===== src/rtl/present_iter_core.sv =====
// present_iter_core: iterative PRESENT-style block cipher core with one round per clock.
// The cipher state, key register and round counter advance once per cycle. The result is
// held in DONE until the consumer takes it.
// Optional feature macro: PRESENT_DECRYPT_EN. When it is defined, the core also supports
// decryption: the KEYFWD state, the inverse S-box, the inverse pLayer and the inverse key
// update are compiled in. When it is undefined, every request is an encryption.
module present_iter_core #(
    parameter int BLOCK_W = 16,
    parameter int KEY_W   = 20,
    parameter int ROUNDS  = 7
) (
    input  logic               clk,
    input  logic               rst,
    input  logic               in_valid,
    output logic               in_ready,
    input  logic               in_mode,
    input  logic [BLOCK_W-1:0] in_text,
    input  logic [KEY_W-1:0]   in_key,
    output logic               out_valid,
    input  logic               out_ready,
    output logic [BLOCK_W-1:0] out_text
);

    localparam int         ROT      = 13 % KEY_W;
    localparam logic [4:0] LAST_RND = 5'(ROUNDS - 1);

    typedef enum logic [2:0] {
        IDLE,
`ifdef PRESENT_DECRYPT_EN
        KEYFWD,
`endif
        ROUND,
        FINAL,
        DONE
    } state_t;

    state_t             state_q;
    logic [4:0]         cnt_q;
    logic [BLOCK_W-1:0] data_q;
    logic [KEY_W-1:0]   key_q;
    logic               outValid_q;
    logic [BLOCK_W-1:0] outText_q;

    function automatic logic [3:0] sbox(input logic [3:0] x);
        logic [3:0] y;
        case (x)
            4'h0: y = 4'hC;  4'h1: y = 4'h5;  4'h2: y = 4'h6;  4'h3: y = 4'hB;
            4'h4: y = 4'h9;  4'h5: y = 4'h0;  4'h6: y = 4'hA;  4'h7: y = 4'hD;
            4'h8: y = 4'h3;  4'h9: y = 4'hE;  4'hA: y = 4'hF;  4'hB: y = 4'h8;
            4'hC: y = 4'h4;  4'hD: y = 4'h7;  4'hE: y = 4'h1;  default: y = 4'h2;
        endcase
        return y;
    endfunction

    // Destination of bit i under pLayer; the top bit maps onto itself.
    function automatic int pDest(input int i);
        return (i == BLOCK_W - 1) ? i : (i * BLOCK_W / 4) % (BLOCK_W - 1);
    endfunction

    // Forward key update: rotate left, substitute the top nibble, then mix in the round index.
    function automatic logic [KEY_W-1:0] keyForward(input logic [KEY_W-1:0] k, input logic [4:0] r);
        logic [KEY_W-1:0] t;
        t = (k << ROT) | (k >> (KEY_W - ROT));
        t[KEY_W-1 -: 4] = sbox(t[KEY_W-1 -: 4]);
        t[4:0] = t[4:0] ^ r;
        return t;
    endfunction

    logic [4:0]         cntInc;
    logic [BLOCK_W-1:0] roundKey;
    logic [BLOCK_W-1:0] encMix;
    logic [BLOCK_W-1:0] encSub;
    logic [BLOCK_W-1:0] encPerm;
    logic [KEY_W-1:0]   keyFwd_d;

    assign cntInc   = cnt_q + 5'd1;
    assign roundKey = key_q[KEY_W-1 -: BLOCK_W];
    assign encMix   = data_q ^ roundKey;
    assign keyFwd_d = keyForward(key_q, cntInc);

    for (genvar n = 0; n < BLOCK_W / 4; n++) begin : g_sub
        assign encSub[4*n +: 4] = sbox(encMix[4*n +: 4]);
    end

    for (genvar i = 0; i < BLOCK_W; i++) begin : g_perm
        assign encPerm[pDest(i)] = encSub[i];
    end

`ifdef PRESENT_DECRYPT_EN
    function automatic logic [3:0] invSbox(input logic [3:0] x);
        logic [3:0] y;
        case (x)
            4'hC: y = 4'h0;  4'h5: y = 4'h1;  4'h6: y = 4'h2;  4'hB: y = 4'h3;
            4'h9: y = 4'h4;  4'h0: y = 4'h5;  4'hA: y = 4'h6;  4'hD: y = 4'h7;
            4'h3: y = 4'h8;  4'hE: y = 4'h9;  4'hF: y = 4'hA;  4'h8: y = 4'hB;
            4'h4: y = 4'hC;  4'h7: y = 4'hD;  4'h1: y = 4'hE;  default: y = 4'hF;
        endcase
        return y;
    endfunction

    // Undoes keyForward for round r: remove the index, undo the S-box, then rotate right.
    function automatic logic [KEY_W-1:0] keyBackward(input logic [KEY_W-1:0] k, input logic [4:0] r);
        logic [KEY_W-1:0] t;
        t = k;
        t[4:0] = t[4:0] ^ r;
        t[KEY_W-1 -: 4] = invSbox(t[KEY_W-1 -: 4]);
        t = (t >> ROT) | (t << (KEY_W - ROT));
        return t;
    endfunction

    logic               mode_q;
    logic [KEY_W-1:0]   keyInv_d;
    logic [BLOCK_W-1:0] decInvPerm;
    logic [BLOCK_W-1:0] decSub;
    logic [BLOCK_W-1:0] decNext;

    // In decrypt ROUND the counter holds r+1, so keyBackward yields k_r for this round.
    assign keyInv_d = keyBackward(key_q, cnt_q);
    assign decNext  = decSub ^ keyInv_d[KEY_W-1 -: BLOCK_W];

    for (genvar i = 0; i < BLOCK_W; i++) begin : g_iperm
        assign decInvPerm[i] = data_q[pDest(i)];
    end

    for (genvar n = 0; n < BLOCK_W / 4; n++) begin : g_isub
        assign decSub[4*n +: 4] = invSbox(decInvPerm[4*n +: 4]);
    end
`else
    logic unusedMode;
    assign unusedMode = in_mode;
`endif

    // Requests are accepted only while idle and out of reset.
    assign in_ready  = (state_q == IDLE) && !rst;
    assign out_valid = outValid_q;
    assign out_text  = outText_q;

    // Control FSM plus datapath registers: one round, key step or whitening per cycle.
    always_ff @(posedge clk or posedge rst) begin
        if (rst) begin
            state_q    <= IDLE;
            cnt_q      <= 5'd0;
            data_q     <= '0;
            key_q      <= '0;
            outValid_q <= 1'b0;
            outText_q  <= '0;
`ifdef PRESENT_DECRYPT_EN
            mode_q     <= 1'b0;
`endif
        end else begin
            case (state_q)
                IDLE: begin
                    if (in_valid) begin
                        data_q <= in_text;
                        key_q  <= in_key;
                        cnt_q  <= 5'd0;
`ifdef PRESENT_DECRYPT_EN
                        mode_q  <= in_mode;
                        state_q <= in_mode ? KEYFWD : ROUND;
`else
                        state_q <= ROUND;
`endif
                    end
                end
`ifdef PRESENT_DECRYPT_EN
                KEYFWD: begin
                    key_q <= keyFwd_d;
                    cnt_q <= cntInc;
                    if (cnt_q == LAST_RND) state_q <= FINAL;
                end
`endif
                ROUND: begin
`ifdef PRESENT_DECRYPT_EN
                    if (mode_q) begin
                        data_q <= decNext;
                        key_q  <= keyInv_d;
                        cnt_q  <= cnt_q - 5'd1;
                        if (cnt_q == 5'd1) begin
                            state_q    <= DONE;
                            outValid_q <= 1'b1;
                            outText_q  <= decNext;
                        end
                    end else
`endif
                    begin
                        data_q <= encPerm;
                        key_q  <= keyFwd_d;
                        cnt_q  <= cntInc;
                        if (cnt_q == LAST_RND) state_q <= FINAL;
                    end
                end
                FINAL: begin
                    data_q <= data_q ^ roundKey;
`ifdef PRESENT_DECRYPT_EN
                    if (mode_q) begin
                        state_q <= ROUND;
                    end else
`endif
                    begin
                        state_q    <= DONE;
                        outValid_q <= 1'b1;
                        outText_q  <= data_q ^ roundKey;
                    end
                end
                DONE: begin
                    if (out_ready) begin
                        state_q    <= IDLE;
                        outValid_q <= 1'b0;
                        outText_q  <= '0;
                    end
                end
                default: state_q <= IDLE;
            endcase
        end
    end

endmodule


===== config.mk =====
export PLATFORM = sky130hd
export DESIGN_NAME = present_iter_core
export DESIGN_NICKNAME = d
export VERILOG_FILES = /design/src/rtl/present_iter_core.sv
export SDC_FILE = /design/constraint.sdc
export NUM_CORES = 1
export LEC_CHECK = 0
export ABC_AREA = 1
export CORE_ASPECT_RATIO = 1.5
export CORE_MARGIN = 1
export CORE_UTILIZATION = 25
export CTS_BUF_LIST = sky130_fd_sc_hd__clkbuf_8
export DETAILED_ROUTE_END_ITERATION = 10
export SYNTH_ARGS = -nofsm -noshare
export SYNTH_HDL_FRONTEND = slang
export SYNTH_SLANG_ARGS = --single-unit

===== constraint.sdc =====
create_clock -name clk -period 6.1 [get_ports clk]
set_clock_uncertainty 0.2 [all_clocks]
set_input_delay 1.22 -clock clk [delete_from_list [all_inputs] [get_ports clk]]
set_output_delay 1.22 -clock clk [all_outputs]
set_load 0.02 [all_outputs]

==> key figures, run 1 <==
Floorplanning
  – Core Footprint: about 17000 um^2
  – Die W: approximately 110 um
  – # IOs: 59
  – Core Rows: 58
  – Die H: 162 um
  – Full die area: around 18000 um^2
  – Starting Density: roughly a quarter

Clock network
  – Clk Latency, worst-skew pair: approximately 350 ps
  – Root Buffer: clkbuf_8
  – CTS tree: done
  – CTS sink count: 60
  – Total CTS buffers: 9
  – Clk pin slew, worst setup/hold paths: around 60 ps
  – CTS resizes: 0
  – Hold buffer count at cts: 0
  – Setup Buffers After CTS: 0
  – Bufs on Longest Clock Path: 2
  – CTS H-tree depth: 3

Worst setup path
  – Data required time of the critical path: around 4700 ps
  – CP max-delay cell: clkdlybuf4s50_1
  – Worst Reg2Reg Path Length in Cells: 9
  – Kind of start point of the critical path: input port
  – CP Max Fanout: 2
  – Crit path top cell by count: clkdlybuf4s50_1
  – Crit Path Class: input port to primary output
  – CP max stage delay: approximately 600 ps
  – CP Depth: 3
  – Crit path buffers/inverters: 2
  – Top Family by Delay on Critical Path: buffers and inverters
  – WP data arrival: ~2400 ps
  – Crit. End Element: primary output
  – CP cell instances: clkdlybuf4s50_1, nor2_1, clkdlybuf4s50_1

Routing
  – Initial DRC Count: 182
  – DRC Markers: 0
  – Routed WL: ~12 mm
  – DR vias: about 4100
  – Vias per cell: roughly 4.5
  – Routed length per instance: ~13 um
  – TritonRoute pass-1 iters: 4
  – Final ANT Viol Nets: 0

Placed design
  – Placed Cells: 887
  – DPL Wire Length: 8.95 mm
  – PortBufs: 57
  – GP Congestion: 0.788

Timing
  – Final worst path period need: approximately 3800 ps
  – Fin crit share: 61.9%
  – F_max: between 200 and 300 MHz
  – Fin. Hold Viols: 0
  – Final setup fails: 0
  – Tightest Pin Transition: about 1100 ps
  – RSZ-0062 raised after global routing: no
  – Worst rel slew slack: approximately 28%
  – Final Max Tran Viols: 0
  – Post-route setup TNS: 0 ps
  – Hold WS: 291 ps

Pwr
  – LEAKAGE: 2.60 nW
  – VDD IR max: 230 uV
  – Pwr/cell area: between 600 and 700 nW/um^2

Global routing
  – Largest net degree at the start of global routing: 61
  – Initial antenna violation count: 0
  – GR Util All Layers: approximately 14%
  – Remaining global-route overflow: 0
  – Vias in the first global route: around 3800
  – Global-route wire length before repair: 19.0 mm

Run status
  – Status: completed

Final layout
  – Fraction of layout cells with a size suffix above 1: around 4.2%
  – N_diodes: 0
  – Area growth syn-to-layout: 20.5%
  – # nets final: 753
  – Final Non-Filler Cells: roughly 900

Synthesis
  – Syn Nets: about 700
  – Cell taking the most area after synthesis: dfrtp_1
  – Most common flop cell mapped by yosys: dfrtp_1
  – Seq cells post-synth: 60
  – Synth cell types: 30
  – Mapped Area: roughly 4300 um^2
  – Share of flip-flops with an asynchronous set or reset: 100%
  – Mean post-synth cell area: ~6.7 um^2
  – Synth top area share: a little over a third
  – Post-synthesis sequential area ratio: 35.1%
  – Most area-consuming cells after synthesis: dfrtp_1 (35%), nand2_1 (23%), nand3_1 (7.3%), ha_1 (7.0%), inv_1 (5.5%)
  – Mapped Cells: around 640
  – Ys Warns: 0
  – Number of flops mapped to enable cells by yosys: 0

Hold path
  – WHS Path Cells: 2
  – Hold Crit Class: register to register

Run
  – Maxcap violations: 0
## cells by family (layout without fill, tap and decap cells)
family | after synthesis | after routing | synth area share (%)
flip-flops | 60 | 60 | 35.1
adder cells (fa/ha/maj) | 24 | 24 | 7.03
AND/OR/NAND/NOR | 383 | 383 | 36.0
buffers and inverters | 89 | 143 | 9.22
AO/OA/AOI/OAI | 71 | 71 | 9.60
XOR/XNOR | 12 | 12 | 2.99
## Yosys cell counts, types with 4 or more instances
cell,number
buf_4,4
nand3_1,62
ha_1,24
xor2_1,4
o211ai_1,12
a31oi_1,6
inv_1,63
o21ai_0,38
xnor2_1,5
inv_2,4
nor2_1,46
dfrtp_1,60
nand2_1,267
buf_2,10
clkbuf_1,4
a21oi_1,6
## per-stage QoR
step | util, % | instance area [um^2] | total power, mW | setup slack, ps
after floorplan | - | 4270 | 2.42 | 3170
after global placement | 29.8 | 4990 | 2.94 | 2310
after detailed placement | 29.8 | 4990 | 2.97 | 2310
after CTS | 30.7 | 5150 | 3.29 | 2310
after global routing | 30.7 | 5150 | 3.63 | 2290
final | 30.7 | 5150 | 3.26 | 2320
## where the power goes
| part | total, mW | leakage (nW) | internal [mW] | switching (mW) |
|---|---|---|---|---|
| Sequential | 0.793 | 0.736 | 0.600 | 0.193 |
| Clock | 0.308 | 0.101 | 0.151 | 0.157 |
| Combinational | 2.16 | 1.77 | 0.765 | 1.39 |
| Total | 3.26 | 2.60 | 1.52 | 1.74 |
## worst paths after layout
| path | from | to | slack [ps] |
|---|---|---|---|
| worst max-delay path | rst | in_ready | 2320 |
| worst min-delay path | key_q[0]$_DFFE_PP0P_ | key_q[0]$_DFFE_PP0P_ | 290 |
| worst max register to register | state_q[1]$_DFFE_PP0P_ | key_q[4]$_DFFE_PP0P_ | 3490 |
| worst min register to register | key_q[0]$_DFFE_PP0P_ | key_q[0]$_DFFE_PP0P_ | 290 |
| max in group asynchronous | rst | data_q[15]$_DFFE_PP0P_ | 3930 |
| min in group asynchronous | rst | data_q[10]$_DFFE_PP0P_ | 1220 |
## registers in the layout, summed over array words and instances (netlist names)
| signal | flops |
|---|---|
| out_text | 16 |
| out_valid | 1 |
| cnt_q | 5 |
| key_q | 20 |
| state_q | 2 |
| data_q | 16 |
## worst min-delay path, stage by stage, from the launching register on
cell and delay (ps):
dfrtp_1 350, nand2_1 60, nand2_1 50
## routing by layer
metal,vias up,track usage (%),routed length (um)
met4,0,5.53,240
met3,15,2.85,472
met1,1872,16.7,5170
met2,73,24.4,5880
li1,2120,-,-
met5,-,0,0
## final cells by class
class | count | area, um^2
fill | 1836 | 11600
tap | 210 | 263
clock buffer | 10 | 138
multi-input combinational | 490 | 2380
clock inverter | 6 | 25.0
timing repair buffer | 60 | 593
inverter | 67 | 251
sequential | 60 | 1500
## cells in the final DEF, fill, tap and decap left out, types with 5 or more instances in the layout
| master | netlist | layout |
|---|---|---|
| a21oi_1 | 6 | 6 |
| a31oi_1 | 6 | 6 |
| clkbuf_8 | 1 | 10 |
| clkdlybuf4s50_1 | 0 | 57 |
| dfrtp_1 | 60 | 60 |
| ha_1 | 24 | 24 |
| inv_1 | 63 | 66 |
| inv_2 | 4 | 5 |
| nand2_1 | 267 | 267 |
| nand3_1 | 62 | 62 |
| nor2_1 | 46 | 46 |
| o211ai_1 | 12 | 12 |
| o21ai_0 | 38 | 38 |
| xnor2_1 | 5 | 5 |
(Power assumes the default switching activity.)
==> inputs of run 2 (changes only) <==
==> constraint.sdc (replaced) <==
create_clock -name clk -period 3.7 [get_ports clk]
set_clock_uncertainty 0.2 [all_clocks]
set_input_delay 0.74 -clock clk [delete_from_list [all_inputs] [get_ports clk]]
set_output_delay 0.74 -clock clk [all_outputs]
set_load 0.02 [all_outputs]
==> run 2 against run 1 <==
Via count down 0.56%. Count of clock-buffer cells in the layout unchanged. Routed wire length up 0.79%. Power up 75%. Clock power rose to 2.7 times the previous value. First-iteration DRC count down 2.2%. Critical path depth unchanged. Non-clock buffer count up 2. Die area unchanged. Global-route usage up 0.53 points. Worst setup slack worse by 1400 ps. Critical path type unchanged.
==> key figures, run 2 (same netlist as run 1, synthesis figures left out) <==
Floorplanning
  – Full die area: 17600 um^2 (unchanged)
  – # IOs: 59 (unchanged)
  – Starting Density: 25.5% (unchanged)
  – Core Rows: 58 (unchanged)
  – Die H: 162 um (unchanged)
  – Core Footprint: 16800 um^2 (unchanged)
  – Die W: 109 um (unchanged)

Final layout
  – Commonest non-fill, non-tap cell in the layout: nand2_1 (unchanged)
  – N_diodes: 0 (unchanged)
  – Fraction of layout cells with a size suffix above 1: 5.04% (was 4.18%)
  – Area growth syn-to-layout: 23.4% (was 20.5%)
  – Commonest cells after routing, fill and taps aside: nand2_1 (267), inv_1 (62), nand3_1 (62) (was nand2_1 (267), inv_1 (66), nand3_1 (62))
  – Max reg flops: 20 (unchanged)
  – Reg with most FFs: key_q (unchanged)
  – Fillers: 1829 (was 1836)
  – # nets final: 755 (was 753)

Global routing
  – Global-route wire length before repair: 19.6 mm (was 19.0 mm)
  – GR Util All Layers: 14.6% (was 14.1%)
  – Vias in the first global route: 3855 (was 3803)
  – Largest net degree at the start of global routing: 61 (unchanged)
  – Remaining global-route overflow: 0 (unchanged)
  – Initial antenna violation count: 0 (unchanged)

Run
  – Maxcap violations: 0 (unchanged)

Routing
  – Final ANT Viol Nets: 0 (unchanged)
  – WL met2: 5.73 mm (was 5.88 mm)
  – DRC Markers: 0 (unchanged)
  – TritonRoute pass-1 iters: 4 (unchanged)
  – Initial DRC Count: 178 (was 182)
  – Vias per cell: 4.48 (was 4.52)
  – Routed WL: 11.9 mm (was 11.8 mm)
  – DR vias: 4057 (was 4080)
  – Met3 wire len: 574 um (was 472 um)
  – Routed length per instance: 13.1 um (was 13.0 um)
  – Top layer used by detailed routing: met4 (unchanged)
  – M1 WL: 5.17 mm (about the same)

Clock network
  – Setup Buffers After CTS: 0 (unchanged)
  – CTS tree: done (unchanged)
  – Total CTS buffers: 9 (unchanged)
  – Clk Latency, worst-skew pair: 360 ps (was 350 ps)
  – CTS H-tree depth: 3 (unchanged)
  – Hold buffer count at cts: 0 (unchanged)
  – Clk pin slew, worst setup/hold paths: 80 ps (was 60 ps)
  – CTS sink count: 60 (unchanged)
  – CTS resizes: 0 (unchanged)
  – Bufs on Longest Clock Path: 2 (unchanged)
  – Root Buffer: clkbuf_8 (unchanged)

Timing
  – Tightest Pin Transition: 909 ps (was 1080 ps)
  – Final setup fails: 0 (unchanged)
  – F_max: 354 MHz
  – Fin. Hold Viols: 0 (unchanged)
  – Worst rel slew slack: 39.4% (was 28.0%)
  – Hold WS: 288 ps (was 291 ps)
  – Final Max Tran Viols: 0 (unchanged)
  – Fin crit share: around three quarters
  – RSZ-0062 raised after global routing: no (unchanged)
  – Post-route setup TNS: 0 ps (unchanged)
  – Final worst path period need: ~2800 ps

Placed design
  – PortBufs: 57 (unchanged)
  – GP Congestion: 0.836 (was 0.788)
  – DPL Wire Length: 8.95 mm (about the same)

Worst setup path
  – CP Max Fanout: 2 (unchanged)
  – Data required time of the critical path: 2760 ps (was 4680 ps)
  – Crit Path Class: input port to primary output (unchanged)
  – WP data arrival: 1880 ps (was 2360 ps)
  – Kind of start point of the critical path: input port (unchanged)
  – Crit. End Element: primary output (unchanged)

Pwr
  – LEAKAGE: 2.64 nW (was 2.60 nW)
  – Pwr/cell area: 1080 nW/um^2 (was 633 nW/um^2)
  – VDD IR max: 281 uV (was 230 uV)

Run status
  – Status: completed (unchanged)

Hold path
  – Hold Crit Class: register to register (unchanged)
==> run 2: cell types whose count changed in the layout (fill, tap and decap cells not counted) <==
cell | before | now
bufinv_16 | 0 | 4
inv_1 | 66 | 62
buf_4 | 3 | 5
clkinv_2 | 2 | 0
clkinvlp_4 | 0 | 2
==> run 2: report_power, final <==
part           leakage [nW]  switching, mW  internal [mW]
clock network         0.129          0.297          0.534
registers             0.736          0.333          0.988
logic                  1.78           2.28           1.28
==> run 2: worst paths after layout <==
check | from | end | slack, ps | depth (start not counted)
max reg2reg | state_q[1]$_DFFE_PP0P_ | data_q[3]$_DFFE_PP0P_ | 1410 | 8
max in group asynchronous | rst | data_q[15]$_DFFE_PP0P_ | 2020 | 3
min reg2reg | key_q[0]$_DFFE_PP0P_ | key_q[0]$_DFFE_PP0P_ | 290 | 2
max | rst | in_ready | 880 | 3
min in group asynchronous | rst | data_q[10]$_DFFE_PP0P_ | 760 | 3
min | key_q[0]$_DFFE_PP0P_ | key_q[0]$_DFFE_PP0P_ | 290 | 2
==> run 2: final cells by class <==
cell class / count / area (um^2) / area share, %
Timing Repair Buffer: 62 / 608 / 11.5
Sequential cell: 60 / 1500 / 28.5
Clock inverter: 6 / 135 / 2.56
Clock buffer: 10 / 138 / 2.61
Inverter: 67 / 251 / 4.77
Multi-Input combinational cell: 490 / 2380 / 45.1
Tap cell: 210 / 263 / 4.98
==> run 2: per-stage QoR <==
step / instance area, um^2 / std cells / setup WS, ps / power, mW / util (%)
6_report: 5280 / 905 / 877 / 5.71 / 31.5
5_1_grt: 5280 / 905 / 810 / 6.38 / 31.5
4_1_cts: 5280 / 905 / 864 / 5.76 / 31.5
3_5_place_dp: 5000 / 889 / 867 / 4.91 / 29.8
3_3_place_gp: 5000 / 889 / 871 / 4.88 / 29.8
2_1_floorplan: 4270 / 639 / 1280 / 3.99 / -
==> run 2: routing by layer <==
metal  vias up  global-route usage [%]
li1       2120                       -
met5         -                       0
met2        94                    23.9
met1      1824                    18.1
met4         0                    7.25
met3        19                    2.73
==> run 2: critical path, stage by stage <==
cell and delay [ps]:
clkdlybuf4s50_1 430, nor2_1 110, clkdlybuf4s50_1 600
